### src/rtl/enum_cast_pkg.sv
// Shared types for the enum cast checker.
//   state_t : scan engine states (IDLE -> SCAN -> RESP -> IDLE)
//   entry_t : one legal-encoding table entry (valid bit + encoding)
// ENTRY_W is the storage width of a table entry. Values narrower than ENTRY_W
// are zero-extended before they are stored or compared, so WIDTH must not
// exceed ENTRY_W.
package enum_cast_pkg;

   localparam int unsigned ENTRY_W = 64;

   typedef enum logic [1:0] {
      IDLE,
      SCAN,
      RESP
   } state_t;

   typedef struct packed {
      logic               valid;
      logic [ENTRY_W-1:0] data;
   } entry_t;

endpackage

### src/rtl/enum_cast_match.sv
// Combinational compare of one LANES-wide group of table entries against a value.
// Ports:
//   valid : valid bit of each entry in the group
//   data  : encodings of the group, entry l in data[l*ENTRY_W +: ENTRY_W]
//   value : zero-extended value being cast
//   hit   : 1 when any valid entry of the group equals value
module enum_cast_match
   import enum_cast_pkg::*;
#(
   parameter int unsigned LANES = 2
) (
   input  logic [LANES-1:0]         valid,
   input  logic [LANES*ENTRY_W-1:0] data,
   input  logic [ENTRY_W-1:0]       value,
   output logic                     hit
);

   always_comb begin
      hit = 1'b0;
      for (int l = 0; l < int'(LANES); l++) begin
         // An invalid entry never matches, whatever its stale data holds.
         if (valid[l] && (data[l*ENTRY_W +: ENTRY_W] == value)) begin
            hit = 1'b1;
         end
      end
   end

endmodule

### config.mk
export PLATFORM = sky130hd
export DESIGN_NAME = enum_cast_match
export DESIGN_NICKNAME = d
export VERILOG_FILES = /design/src/rtl/enum_cast_pkg.sv /design/src/rtl/enum_cast_match.sv
export SDC_FILE = /design/constraint.sdc
export NUM_CORES = 1
export LEC_CHECK = 0
export CORE_ASPECT_RATIO = 1.2
export CORE_UTILIZATION = 27
export DETAILED_ROUTE_END_ITERATION = 16
export GPL_TIMING_DRIVEN = 0
export PLACE_DENSITY = 0.93
export SLEW_MARGIN = 20
export SYNTH_ARGS = -nofsm -noshare
export SYNTH_HDL_FRONTEND = slang
export SYNTH_SLANG_ARGS = --single-unit
### constraint.sdc
create_clock -name vclk -period 1.6
set_clock_uncertainty 0.2 [all_clocks]
set_input_delay 0.32 -clock vclk [all_inputs]
set_output_delay 0.32 -clock vclk [all_outputs]
set_load 0.01 [all_outputs]
---- Word level (Yosys, flattened, before mapping) ----
Index checks and enable logic that the tools add are counted.
word-level totals
  flip-flop bits (word level) ............. 0
  bits of input ports ..................... 194
  output and inout port bits .............. 1
  word-level logic and storage cells ...... 6
operators by class
  equal/unequal tests ..................... 2
  muxes and demuxes ....................... 2
  reductions and logical operators ........ 2
operators with widths
  operator              number
  64-bit equality test  2
  1-bit logical AND     2
  1-bit two-way mux     2

---- Logic depth before layout (Yosys ltp) ----
Gate-level depths: netlist (run 1).
  word-level depth ........................ 4
  gate-level depth with buffers ........... 5
  depth with buffers taken out ............ 5

---- Worst setup path after synthesis (run 1) ----
No wires, ideal clock.
  kind .................................... input to output
  start point ............................. input data[9]
  end point ............................... output hit
  data arrival time ....................... 1.173 ns
  data required time ...................... 1.080 ns
  path slack .............................. -0.093 ns
  stages .................................. 5
  buffers on the path ..................... 0
  cells stage by stage .................... xnor2_1 > nand4_1 > nor4_1 > nand4_1 > o22ai_1
between the ends
  longest elaborated chain between the ends .. 4
ends and longest elaborated chain
  item                            line                   RTL
  from (decl)                     enum_cast_match.sv:13  input logic [LANES*ENTRY_W-1:0] data,
  64-bit equality test            enum_cast_match.sv:22  if (valid[l] && (data[l*ENTRY_W +: ENTRY_W] == value)) begin
  1-bit logical AND               enum_cast_match.sv:22
  1-bit two-way mux (2 in a row)  enum_cast_match.sv:22
  to (decl)                       enum_cast_match.sv:15  output logic hit
Every way passes these cells.

---- Worst setup path in the final report (run 1) ----
  start point ............................. input data[33]
  end point ............................... output hit
Same word-level chain as after synthesis.

==> results.ini, run 1 <==
[global_routing]
grt_pass1_vias = 2643
antenna_found_initial = 0
groute.usage.overall_pct = 28.7
grt_pass1_wl_um = 13000
gr-total-overflow = 0
grt_start_max_net_pins = 5

[pwr]
pwr-share-clk_pct = 0
p_switching_mw = 0.380
p_comb_share_pct = 100.0
peakVddDrop_v = 0.000111
finalPower_mw = 0.920
power_frac_seq_pct = 0
p_sw_share_pct = 41.3
p_per_area_nw_per_um2 = 258
internal_power_mw = 0.540
leakage_nw = 1.62

[die]
coreArea_um2 = 5330
rows = 29
die_h_um = 83.7
ioPinCount = 195
start_util_pct = 28.2
fp.dieW_um = 70.1
floorplan.die_area_um2 = 5870

[finish]
finalNetCount = 590
syn2layout_area_growth_pct = 137
nFillCells = 459
final_cells = 457
seq_cells = 0
area.sequential_um2 = 0
drive_gt1_share_pct = 44.4
stdcell_area_um2 = 3570
clkbuf_count = 0

[worst_setup_path]
worst_setup_path_start_kind = primary input
slowest_delay_ns = 0.44
cp-end-kind = output pin
worst_ep_required_time_ns = 1.08
cp_max_fo = 1
critPathArrivalTime_ns = 1.60
path_class = in2out
cp_slowest_cell = clkdlybuf4s50_1
crit_chain = clkdlybuf4s50_1 > xnor2_1 > and3_1 > nand4_1 > o22ai_2 > buf_2

[clocking]
post_cts_buffers = 0

[placed_design]
gp_congestion = 0.937
dp_hpwl_um = 7580
placedCellCount = 456
io_buffer_count = 195
placed_area_um2 = 3560

[sta]
fin_hold_ws_ns = 0.998
slew_violations = 0
worst_pin_slew_ns = 0.281
finalCritPeriodShare_pct = 133
setup_ws_ns = -0.524
setup_violations = 1
rsz0062_at_grt = yes
finalHoldViolCount = 0
period_minus_slack_ns = 2.12
fmax_ghz = 0.471
tns_ns = -0.524
relSlewSlack_pct = 81.1

[route]
drt-pass1-iter-count = 4
drt_iter0_drc = 61
vias_per_cell = 5.13
via_count = 2344
drc = 0
wl_per_cell_um = 19.0
drtAntennaViolNets = 0
wl_um = 8670

[run_status]
violations = setup timing
status = complete, but fails checks

[flow_run]
cap_violations = 0

[synth]
synth-seq-area-share_pct = 0
synth_top_cell_by_area = xnor2_1
yosysTopAreaCellShare_pct = 56.0
synth-warning-count = 0
syn_nets = 393
yosys-top-cells-area = xnor2_1, nand4_1, inv_1
synthCells = 199
synth.distinct_cells = 26
syn_area_per_cell_um2 = 7.55
synth_area_um2 = 1500

[hold_path]
min-delay-start = value[17]
min_to = hit
hold_path.class = in2out
holdPathStages = 5

critical path: cells and delay by family:
| kind | cells | cell delay (ns) |
|---|---|---|
| buffers and inverters | 2 | 0.60 |
| AO/OA/AOI/OAI | 1 | 0.16 |
| XOR/XNOR | 1 | 0.22 |
| AND/OR/NAND/NOR | 2 | 0.31 |
worst max-delay path by stage:
stage,depth (start not counted),startpoint,to,slack (ns)
after floorplan,5,data[41],hit,-0.04
after global placement,7,value[61],hit,-1.38
after detailed placement,7,value[61],hit,-1.40
after CTS,7,value[56],hit,-0.46
after global routing,7,data[15],hit,-0.61
final,6,data[33],hit,-0.52
cell families after synthesis:
logic type      Yosys count  synth area share (%)
xor+xnor                104                  61.1
buf+inv                  20                  5.00
compound gates           21                  11.3
simple gates             54                  22.6
area by class of cell:
type	instances	area, um^2	share of cell area, %
multi-input cells	179	1900	53.4
well taps	62	77.6	2.18
repair buffers	195	1510	42.3
diodes	1	2.50	0.0702
inverters	20	75.1	2.11
metal layers:
metal	up-vias	part of all wire (%)	GRT usage, %
met2	137	53	55.3
met1	1072	33	28.1
met3	38	8.4	6.76
li1	1097	-	-
met5	-	0	0
met4	0	5.4	13.5
synthesized netlist by cell type (3+ instances only):
master and number:
xnor2_1 96, nand4_1 25, inv_1 19, nand2b_1 8
nor4_1 7, xor2_1 7, o22ai_1 6, a22oi_1 4
a221oi_1 3, nand3_1 3
cells in the final DEF, fill, tap and decap left out, types with 6 or more instances in the layout:
cell / instances
buf_2: 69
buf_6: 9
clkbuf_2: 8
clkdlybuf4s15_1: 24
clkdlybuf4s15_2: 11
dlygate4sd2_1: 67
inv_1: 13
inv_2: 7
nand2b_1: 6
nand4_1: 25
xnor2_1: 54
xnor2_2: 43
power groups by stage:
stage / sequential, mW / clock, mW / combinational (mW)
floorplan: 0 / 0 / 0.312
global placement: 0 / 0 / 0.920
detailed placement: 0 / 0 / 0.940
CTS: 0 / 0 / 0.897
global route: 0 / 0 / 0.978
finish: 0 / 0.0000000837 / 0.920
through the flow:
| stage | utilization [%] | setup slack [ns] |
|---|---|---|
| 3_3_place_gp | 66.8 | -1.38 |
| 3_5_place_dp | 66.8 | -1.40 |
| 6_report | 66.9 | -0.524 |
| 5_1_grt | 66.8 | -0.606 |
| 2_1_floorplan | - | -0.0361 |
| 4_1_cts | 66.2 | -0.459 |
what timing repair did:
item,CTS,global route
gates resized for setup,545,29
pin swaps,141,17
hold buffers,0,0
endpoints found under the setup margin,1,1
Note: power is estimated with default switching activity, not from simulation.
==> inputs of run 2 (changes only) <==
--- a/config.mk
+++ b/config.mk
@@ -6,10 +6,11 @@
 export NUM_CORES = 1
 export LEC_CHECK = 0
 export CORE_ASPECT_RATIO = 1.2
+export CORE_MARGIN = 10
 export CORE_UTILIZATION = 27
 export DETAILED_ROUTE_END_ITERATION = 16
 export GPL_TIMING_DRIVEN = 0
-export PLACE_DENSITY = 0.93
+export PLACE_DENSITY = 0.89
 export SLEW_MARGIN = 20
 export SYNTH_ARGS = -nofsm -noshare
 export SYNTH_HDL_FRONTEND = slang
==> run 2 against run 1 <==
  * The run still ends with setup timing left
  * Routed wire length rose by 20%
  * Non-clock buffer count rose by 1
  * Maximum frequency rose by 1.7%
  * Largest cell class unchanged
==> results.ini, run 2 (synthesis gave the netlist of run 1 again) <==
[run_status]
status = complete, but fails checks
violations = setup timing

[pwr]
power_frac_seq_pct = 0
p_comb_share_pct = 100.0
p_per_area_nw_per_um2 = 257
peakVddDrop_v = 0.000113
p_switching_mw = 0.373
p_sw_share_pct = 40.7
pwr-share-clk_pct = 0
internal_power_mw = 0.543
leakage_nw = 1.64

[finish]
layout_commonest_cell = buf_2
syn2layout_area_growth_pct = 137
drive_gt1_share_pct = 44.6
final_cell_mix = buf_2, dlygate4sd2_1, xnor2_1
clkbuf_count = 0
area.sequential_um2 = 0
finalNetCount = 591
diodes = 0
seq_cells = 0

[worst_setup_path]
path_class = in2out
worst_setup_path_start_kind = primary input
critPathArrivalTime_ns = 1.57
cp-end-kind = output pin
worst_ep_required_time_ns = 1.08
cp_max_fo = 1

[sta]
slew_violations = 0
finalCritPeriodShare_pct = 130
tns_ns = -0.488
worst_pin_slew_ns = 0.288
period_minus_slack_ns = 2.09
setup_ws_ns = -0.488
fmax_ghz = 0.479
relSlewSlack_pct = 80.6
setup_violations = 1
rsz0062_at_grt = yes
finalHoldViolCount = 0

[die]
floorplan.die_area_um2 = 8960
ioPinCount = 195
rows = 29
start_util_pct = 28.2
die_h_um = 102
fp.dieW_um = 88.1
coreArea_um2 = 5330

[global_routing]
grt_start_max_net_pins = 5
grt_pass1_wl_um = 15100
groute.usage.overall_pct = 21.5
antenna_found_initial = 0
gr-total-overflow = 0
grt_pass1_vias = 2785

[route]
drt_iter0_drc = 41
drc = 0
wl_um = 10400
wl_per_cell_um = 22.8
drt-pass1-iter-count = 4
vias_per_cell = 5.08
via_count = 2323
drtAntennaViolNets = 0

[flow_run]
cap_violations = 0

[placed_design]
dp_hpwl_um = 9170
gp_congestion = 0.912
preCtsSetupSlack_ns = -1.42
io_buffer_count = 195

[hold_path]
hold_path.class = in2out

==> run 2: worst paths after layout <==
check                 start  end  slack, ns  cells past startpoint
hold / removal    value[17]  hit       0.97                      5
setup / recovery  data[118]  hit      -0.49                      7
==> run 2: critical path, stage by stage <==
cell,delay (ns)
dlygate4sd2_1,0.26
xnor2_1,0.22
nand4_1,0.13
nor3_2,0.24
nand4_1,0.14
o22ai_2,0.13
buf_6,0.13
==> run 2: area by class of cell <==
type                            instances  area (um^2)
Tap cell                               62         77.6
Multi-Input combinational cell        179         1880
Inverter                               20         75.1
Fill cell                             466         1780
Timing Repair Buffer                  196         1530
==> run 2: power by group through the flow <==
stage                     Combinational, mW  Sequential (mW)  Clock [mW]
after detailed placement              0.936                0           0
final                                 0.916                0           0
after global routing                  0.978                0           0
after global placement                0.919                0           0
after floorplan                       0.312                0           0
after CTS                             0.884                0           0
==> run 2: repair_timing <==
item	in CTS	in global routing
gates cloned	0	0
hold buffers	0	0
pin swaps	137	40
setup endpoints to repair	1	1
setup buffers	1	0
resized for setup	534	57
==> run 2: stage by stage <==
| step | utilization, % | total power [mW] | std cells | cell area [um^2] | hold slack (ns) |
|---|---|---|---|---|---|
| 2_1_floorplan | - | 0.312 | 199 | 1530 | 0.643 |
| 3_3_place_gp | 66.8 | 0.919 | 456 | 3560 | 1.66 |
| 3_5_place_dp | 66.8 | 0.936 | 456 | 3560 | 1.65 |
| 4_1_cts | 66.0 | 0.884 | 457 | 3520 | 0.961 |
| 5_1_grt | 66.7 | 0.978 | 457 | 3560 | 0.994 |
| 6_report | 66.7 | 0.916 | 457 | 3560 | 0.965 |
==> run 2: per-layer routing <==
layer	vias to the layer above	wire length [um]	track usage [%]
met1	1072	3360	21.1
met4	0	222	4.35
met5	-	0	0
met2	135	5750	42.6
li1	1098	-	-
met3	18	1070	6.59
